File: config.mk
export PLATFORM = sky130hd
export DESIGN_NAME = ps2_event_ctrl_flat
export DESIGN_NICKNAME = d
export VERILOG_FILES = /design/src/rtl/ps2_event_ctrl_if.sv /design/src/rtl/ps2_event_ctrl.sv /design/src/flat_wrapper.sv
export SDC_FILE = /design/constraint.sdc
export NUM_CORES = 1
export LEC_CHECK = 0
export BUFFER_PORTS_ARGS = -buffer_cell sky130_fd_sc_hd__buf_2
export CAP_MARGIN = 15
export CORE_ASPECT_RATIO = 1.25
export CORE_MARGIN = 2
export CORE_UTILIZATION = 53
export CTS_BUF_LIST = sky130_fd_sc_hd__clkbuf_8 sky130_fd_sc_hd__clkbuf_16
export DETAILED_ROUTE_END_ITERATION = 8
export PLACE_DENSITY = 0.75
export SLEW_MARGIN = 20
export SYNTH_ARGS = -nofsm -noshare
export SYNTH_HDL_FRONTEND = slang
export SYNTH_SLANG_ARGS = --single-unit
File: constraint.sdc
create_clock -name clock -period 2.3 [get_ports clock]
set_clock_uncertainty 0.15 [all_clocks]
set_input_delay 0.345 -clock clock [delete_from_list [all_inputs] [get_ports clock]]
set_output_delay 0.345 -clock clock [all_outputs]
set_load 0.03 [all_outputs]
File: src/rtl/ps2_event_ctrl_if.sv
// Byte-receiver input and key-event output of the PS/2 event sequencer.
// The slave side is the sequencer; the master side is the receiver/consumer pair.
interface ps2_event_ctrl_if;
  logic [7:0] rx_byte;
  logic       rx_valid;
  logic       rx_error;
  logic [9:0] evt_data;
  logic       evt_valid;
  logic       evt_ready;

  modport master (
    output rx_byte, rx_valid, rx_error, evt_ready,
    input  evt_data, evt_valid
  );

  modport slave (
    input  rx_byte, rx_valid, rx_error, evt_ready,
    output evt_data, evt_valid
  );
endinterface

File: src/rtl/ps2_event_ctrl.sv
// Parses PS/2 scan bytes (E0/F0/E1 prefixes) into {ext,brk,code} events held in a FWFT FIFO.
// Event visible one cycle after its final byte; a push into a full FIFO with no pop is dropped.
module ps2_event_ctrl #(
  parameter int FIFO_DEPTH  = 8,
  parameter int TIMEOUT_CYC = 250000
) (
  input  logic              clock,
  input  logic              reset_n,
  ps2_event_ctrl_if.slave   bus,
  output logic [31:0]       raw_hist,
  input  logic              clr_flags,
  output logic              err_flag,
  output logic              ovf_flag
);

  localparam int AW = $clog2(FIFO_DEPTH);
  localparam int CW = AW + 1;
  localparam int TW = $clog2(TIMEOUT_CYC + 1);

  typedef enum logic [2:0] {S_IDLE, S_EXT, S_BRK, S_EXTBRK, S_PAUSE} state_t;

  state_t          state, state_nxt;
  logic [2:0]      pause_cnt, pause_cnt_nxt;
  logic [TW-1:0]   timer, timer_nxt;
  logic            push_vld, timeout, kbd_ovr;
  logic [9:0]      push_dat;
  logic [1:0]      rst_sync;
  logic            rst_n;

  logic [9:0]      mem [FIFO_DEPTH];
  logic [AW-1:0]   wr_ptr, rd_ptr;
  logic [CW-1:0]   count;
  logic            full, pop, wr_en, drop;

  // Reset asserts asynchronously but releases two clocks after reset_n rises.
  always_ff @(posedge clock or negedge reset_n) begin
    if (!reset_n) rst_sync <= 2'b00;
    else          rst_sync <= {rst_sync[0], 1'b1};
  end
  assign rst_n = rst_sync[1];

  always_ff @(posedge clock or negedge rst_n) begin
    if (!rst_n) begin
      state     <= S_IDLE;
      pause_cnt <= '0;
      timer     <= '0;
    end else begin
      state     <= state_nxt;
      pause_cnt <= pause_cnt_nxt;
      timer     <= timer_nxt;
    end
  end

  always_comb begin
    state_nxt     = state;
    pause_cnt_nxt = pause_cnt;
    timer_nxt     = timer;
    push_vld      = 1'b0;
    push_dat      = '0;
    timeout       = 1'b0;
    kbd_ovr       = 1'b0;
    if (bus.rx_error) begin
      state_nxt = S_IDLE;
      timer_nxt = '0;
    end else if (bus.rx_valid) begin
      timer_nxt = '0;
      unique case (state)
        S_IDLE: begin
          case (bus.rx_byte)
            8'hE0: state_nxt = S_EXT;
            8'hF0: state_nxt = S_BRK;
            8'hE1: begin
              state_nxt     = S_PAUSE;
              pause_cnt_nxt = 3'd7;
            end
            8'hAA, 8'hFA, 8'hEE, 8'hFE: ;
            8'h00, 8'hFF: kbd_ovr = 1'b1;
            default: begin
              push_vld = 1'b1;
              push_dat = {2'b00, bus.rx_byte};
            end
          endcase
        end
        S_EXT: begin
          if (bus.rx_byte == 8'hF0) begin
            state_nxt = S_EXTBRK;
          end else if (bus.rx_byte != 8'hE0) begin
            push_vld  = 1'b1;
            push_dat  = {2'b10, bus.rx_byte};
            state_nxt = S_IDLE;
          end
        end
        S_BRK: begin
          push_vld  = 1'b1;
          push_dat  = {2'b01, bus.rx_byte};
          state_nxt = S_IDLE;
        end
        S_EXTBRK: begin
          push_vld  = 1'b1;
          push_dat  = {2'b11, bus.rx_byte};
          state_nxt = S_IDLE;
        end
        S_PAUSE: begin
          // Pause/Break is a fixed 8-byte burst reported as one extended E1 make.
          pause_cnt_nxt = pause_cnt - 3'd1;
          if (pause_cnt == 3'd1) begin
            push_vld  = 1'b1;
            push_dat  = {2'b10, 8'hE1};
            state_nxt = S_IDLE;
          end
        end
        default: state_nxt = S_IDLE;
      endcase
    end else if (state != S_IDLE) begin
      if (timer == TW'(TIMEOUT_CYC - 1)) begin
        timeout   = 1'b1;
        state_nxt = S_IDLE;
        timer_nxt = '0;
      end else begin
        timer_nxt = timer + 1'b1;
      end
    end else begin
      timer_nxt = '0;
    end
  end

  assign full          = (count == CW'(FIFO_DEPTH));
  assign bus.evt_valid = (count != '0);
  assign pop           = bus.evt_valid & bus.evt_ready;
  assign wr_en         = push_vld & (~full | pop);
  assign drop          = push_vld & full & ~pop;
  assign bus.evt_data  = bus.evt_valid ? mem[rd_ptr] : '0;

  always_ff @(posedge clock) begin
    if (wr_en) mem[wr_ptr] <= push_dat;
  end

  always_ff @(posedge clock or negedge rst_n) begin
    if (!rst_n) begin
      wr_ptr <= '0;
      rd_ptr <= '0;
      count  <= '0;
    end else begin
      if (wr_en) wr_ptr <= wr_ptr + 1'b1;
      if (pop)   rd_ptr <= rd_ptr + 1'b1;
      if (wr_en && !pop)      count <= count + 1'b1;
      else if (!wr_en && pop) count <= count - 1'b1;
    end
  end

  // A set condition in the same cycle as clr_flags keeps the flag high.
  always_ff @(posedge clock or negedge rst_n) begin
    if (!rst_n) begin
      raw_hist <= '0;
      err_flag <= 1'b0;
      ovf_flag <= 1'b0;
    end else begin
      if (bus.rx_valid) raw_hist <= {raw_hist[23:0], bus.rx_byte};
      err_flag <= bus.rx_error | timeout | (err_flag & ~clr_flags);
      ovf_flag <= drop | kbd_ovr | (ovf_flag & ~clr_flags);
    end
  end

endmodule

File: src/flat_wrapper.sv
// flat-port wrapper written by rule: the top's interface ports become plain ports
module ps2_event_ctrl_flat 
#(
  parameter int FIFO_DEPTH  = 8,
  parameter int TIMEOUT_CYC = 250000
)
  (clock, reset_n, raw_hist, clr_flags, err_flag, ovf_flag, bus_rx_byte, bus_rx_valid, bus_rx_error, bus_evt_ready, bus_evt_data, bus_evt_valid);
  ps2_event_ctrl_if bus_i ();
  input  logic clock;
  input  logic reset_n;
  output logic [31:0] raw_hist;
  input  logic clr_flags;
  output logic err_flag;
  output logic ovf_flag;
  input wire logic [$bits(bus_i.rx_byte)-1:0] bus_rx_byte;
  input wire logic [$bits(bus_i.rx_valid)-1:0] bus_rx_valid;
  input wire logic [$bits(bus_i.rx_error)-1:0] bus_rx_error;
  input wire logic [$bits(bus_i.evt_ready)-1:0] bus_evt_ready;
  output wire logic [$bits(bus_i.evt_data)-1:0] bus_evt_data;
  output wire logic [$bits(bus_i.evt_valid)-1:0] bus_evt_valid;
  assign bus_i.rx_byte = bus_rx_byte;
  assign bus_i.rx_valid = bus_rx_valid;
  assign bus_i.rx_error = bus_rx_error;
  assign bus_i.evt_ready = bus_evt_ready;
  assign bus_evt_data = bus_i.evt_data;
  assign bus_evt_valid = bus_i.evt_valid;
  ps2_event_ctrl #(.FIFO_DEPTH(FIFO_DEPTH), .TIMEOUT_CYC(TIMEOUT_CYC)) u_core (.clock(clock), .reset_n(reset_n), .bus(bus_i), .raw_hist(raw_hist), .clr_flags(clr_flags), .err_flag(err_flag), .ovf_flag(ovf_flag));
endmodule
==> results.ini <==
[outcome]
status=finished with violations
violations=negative setup slack

[place]
globalplace.congestion=0.939
place_inst=697
io_buffers=58
place_area_mm2=0.00756
post-dp-hpwl_mm=8.79
dp_worst_setup_slack_ns=-0.724

[synth]
synth_top_area_frac=0.371
ys.warnings.count=0
ys_top_cells_by_count=edfxtp_1 (80), dfrtp_1 (70), nor2_1 (41)
yosysUniqueCellTypes=54
yosys-top-cells-area=edfxtp_1 (37%), dfrtp_1 (27%), mux4_2 (7.0%), mux2_2 (6.1%), nor2_1 (2.4%)
async_reset_ff_frac=0.467
yosysSeqAreaShare=0.642
syn_nets=458
synth_cells=435
synth_edf_count=80
mappedNetlistArea_mm2=0.00647
netlist.top_cell.by_area=edfxtp_1
synth_area_per_cell_um2=14.9
synth-seq-cells=150
ys.flop_type=edfxtp_1
yosysMostFrequentCell=edfxtp_1

[setup_path]
cp_max_fo=3
reg2reg_slack_ns=-0.48
critPathCaptureType=flip-flop
worstPathArrival_ns=2.93
cp-start-kind=flip-flop
worstSetupStartpoint=u_core.count[2]
slowest_stage=or4_4
crit_end=u_core.count[3]
reg2reg_from=u_core.count[2]
cp_slowest_stage_delay_ns=0.56
crit_family=compound AO/OA/AOI/OAI gates
timing.rr.end=u_core.count[3]
crit_buf_inv=2
reg2regPathDepth=12
crit_required_ns=2.45
crit_cells=12
critical_path.cell_chain=or4_4 -> o211a_1 -> a21oi_4 -> inv_4 -> ha_4 -> inv_4 -> ha_4 -> a21o_1 -> a21oi_2 -> xnor2_1 -> nor2_1 -> xor2_1
crit_type=flip-flop to flip-flop

[job]
drv_cap=0

[global_routing]
antenna_found_initial=0
grt_pass1_vias=4575
grt_max_degree=39
grt_use_total=0.253
grt_pass1_wl_mm=24.3
overflow=0

[route]
antenna_left=0
drt-wirelength-per-cell_um=20.6
drc_errors=0
dr.pass1.iters=5
drtIter0Drc=295
vias=4322
routed_via_density=5.72
wl_mm=15.6

[sta]
fin_crit_sh=1.21
setup_ws_ns=-0.481
fin_hold_ws_ns=0.100
setup_viol=93
period_needed_ns=2.78
rsz0062_at_grt=true
slew_headroom=0.498
worst_slew_pin_slew_ns=0.753
hold_viol_final=0
fmax_mhz=360
maxSlewViolCount=0

[floorplan]
initial_core_util=0.537
die_w_um=103
die-area_mm2=0.0131
ios=59
core_area_mm2=0.0120
placementRows=45
die_y_um=128

[layout]
finish.instance_area_mm2=0.00874
diodes=0
drive_gt1_frac=0.444
stdcell_count=756
final_nets=602
nFillCells=782
areaGrowthSynthToFinish_pct=35.2

[power_and_ir_drop]
p_leak_nw=3.53
power_density_mw_per_mm2=1100
finalPower_mw=9.62
peakVddDrop_uv=553

[cts]
cts_root_buffer=clkbuf_16
clk_latency_ns=0.42
clockBufferDepth=2
cts_sinks=150
numCtsBuffers=17
cts.reportedPaths.clkPinSlew_ns=0.06
cts_max_level=4
cts_tree=built

[min_path]
hp-class=input pin to asynchronous set/reset pin

## metrics by stage
step           TNS, ns  utilization
2_1_floorplan   -32.64            -
3_3_place_gp    -28.19        0.627
6_report        -18.83        0.726
5_1_grt         -25.32        0.726
3_5_place_dp    -35.31        0.627
4_1_cts         -18.86        0.721
## worst min path at each step
stage | end | start
2_1_floorplan | u_core.rst_sync[0] | reset_n
5_1_grt | u_core.rst_sync[0] | reset_n
4_1_cts | u_core.rd_ptr[2] | bus_evt_ready
3_5_place_dp | u_core.rst_sync[0] | reset_n
3_3_place_gp | u_core.rst_sync[0] | reset_n
6_report | u_core.rst_sync[0] | reset_n
## routing by layer
layer	up-vias	global-route usage	part of all wire
met5	-	0	0
met4	0	0.0782	0.017
met3	23	0.0689	0.049
met2	140	0.444	0.56
met1	2237	0.300	0.38
li1	1922	-	-
## timing repair
item                                    in CTS  in global routing
hold buffers                                 2                  0
resized for setup                           45                 18
gates cloned                                 7                  1
buffers inserted                            16                  7
endpoints found under the setup margin      93                 94
pin swaps                                    9                  9
hold endpoints to repair                     3                  0
## registers in the layout (all words and copies together), names as in the netlist
| signal | count |
|---|---|
| u_core.pause_cnt | 3 |
| u_core.ovf_flag | 1 |
| u_core.rd_ptr | 3 |
| u_core.err_flag | 1 |
| u_core.state | 3 |
| u_core.wr_ptr | 3 |
| u_core.timer | 18 |
| u_core.mem | 80 |
| u_core.count | 4 |
| u_core.rst_sync | 2 |
| u_core.raw_hist | 32 |
## placed cells by master (no fill, tap or decap), types with 5 or more instances in the layout
cell type	instances
edfxtp_1	80
dfrtp_1	69
mux2i_1	9
xor2_1	13
nand3_1	12
mux2_2	35
inv_1	9
and2_1	5
clkbuf_16	23
nor2_1	40
buf_4	70
mux4_2	20
buf_12	11
nand4_1	7
buf_6	8
nand2_1	12
xnor2_1	12
buf_2	48
## power breakdown
part           switching (mW)  internal [mW]  leakage [nW]
clock network            1.09           1.74         0.316
registers               0.294           3.13          1.63
logic                    1.72           1.64          1.58
total                    3.11           6.51          3.53
## logic make-up (layout without fill, tap and decap cells)
kind of cell,count (synthesis),count (layout),share of synthesized area
DFF,150,150,0.642
other,1,1,0.000580
adders and majority gates,9,9,0.0186
and+or+nand+nor,116,116,0.0934
buffers and inverters,31,188,0.0201
muxes,65,65,0.146
AOI/OAI and AO/OA,37,37,0.0439
xor gates and xnor gates,26,26,0.0352
## area by class of cell
cell class	count	area, um^2	area share
flip-flops and latches	150	4160	0.475
multi-input cells	254	2450	0.280
repair buffers	146	1280	0.147
clock buffers	22	528	0.0604
well taps	164	205	0.0235
clock inverters	10	86.3	0.00987
inverters	10	42.5	0.00486
Power figures use the tool's default switching activity.
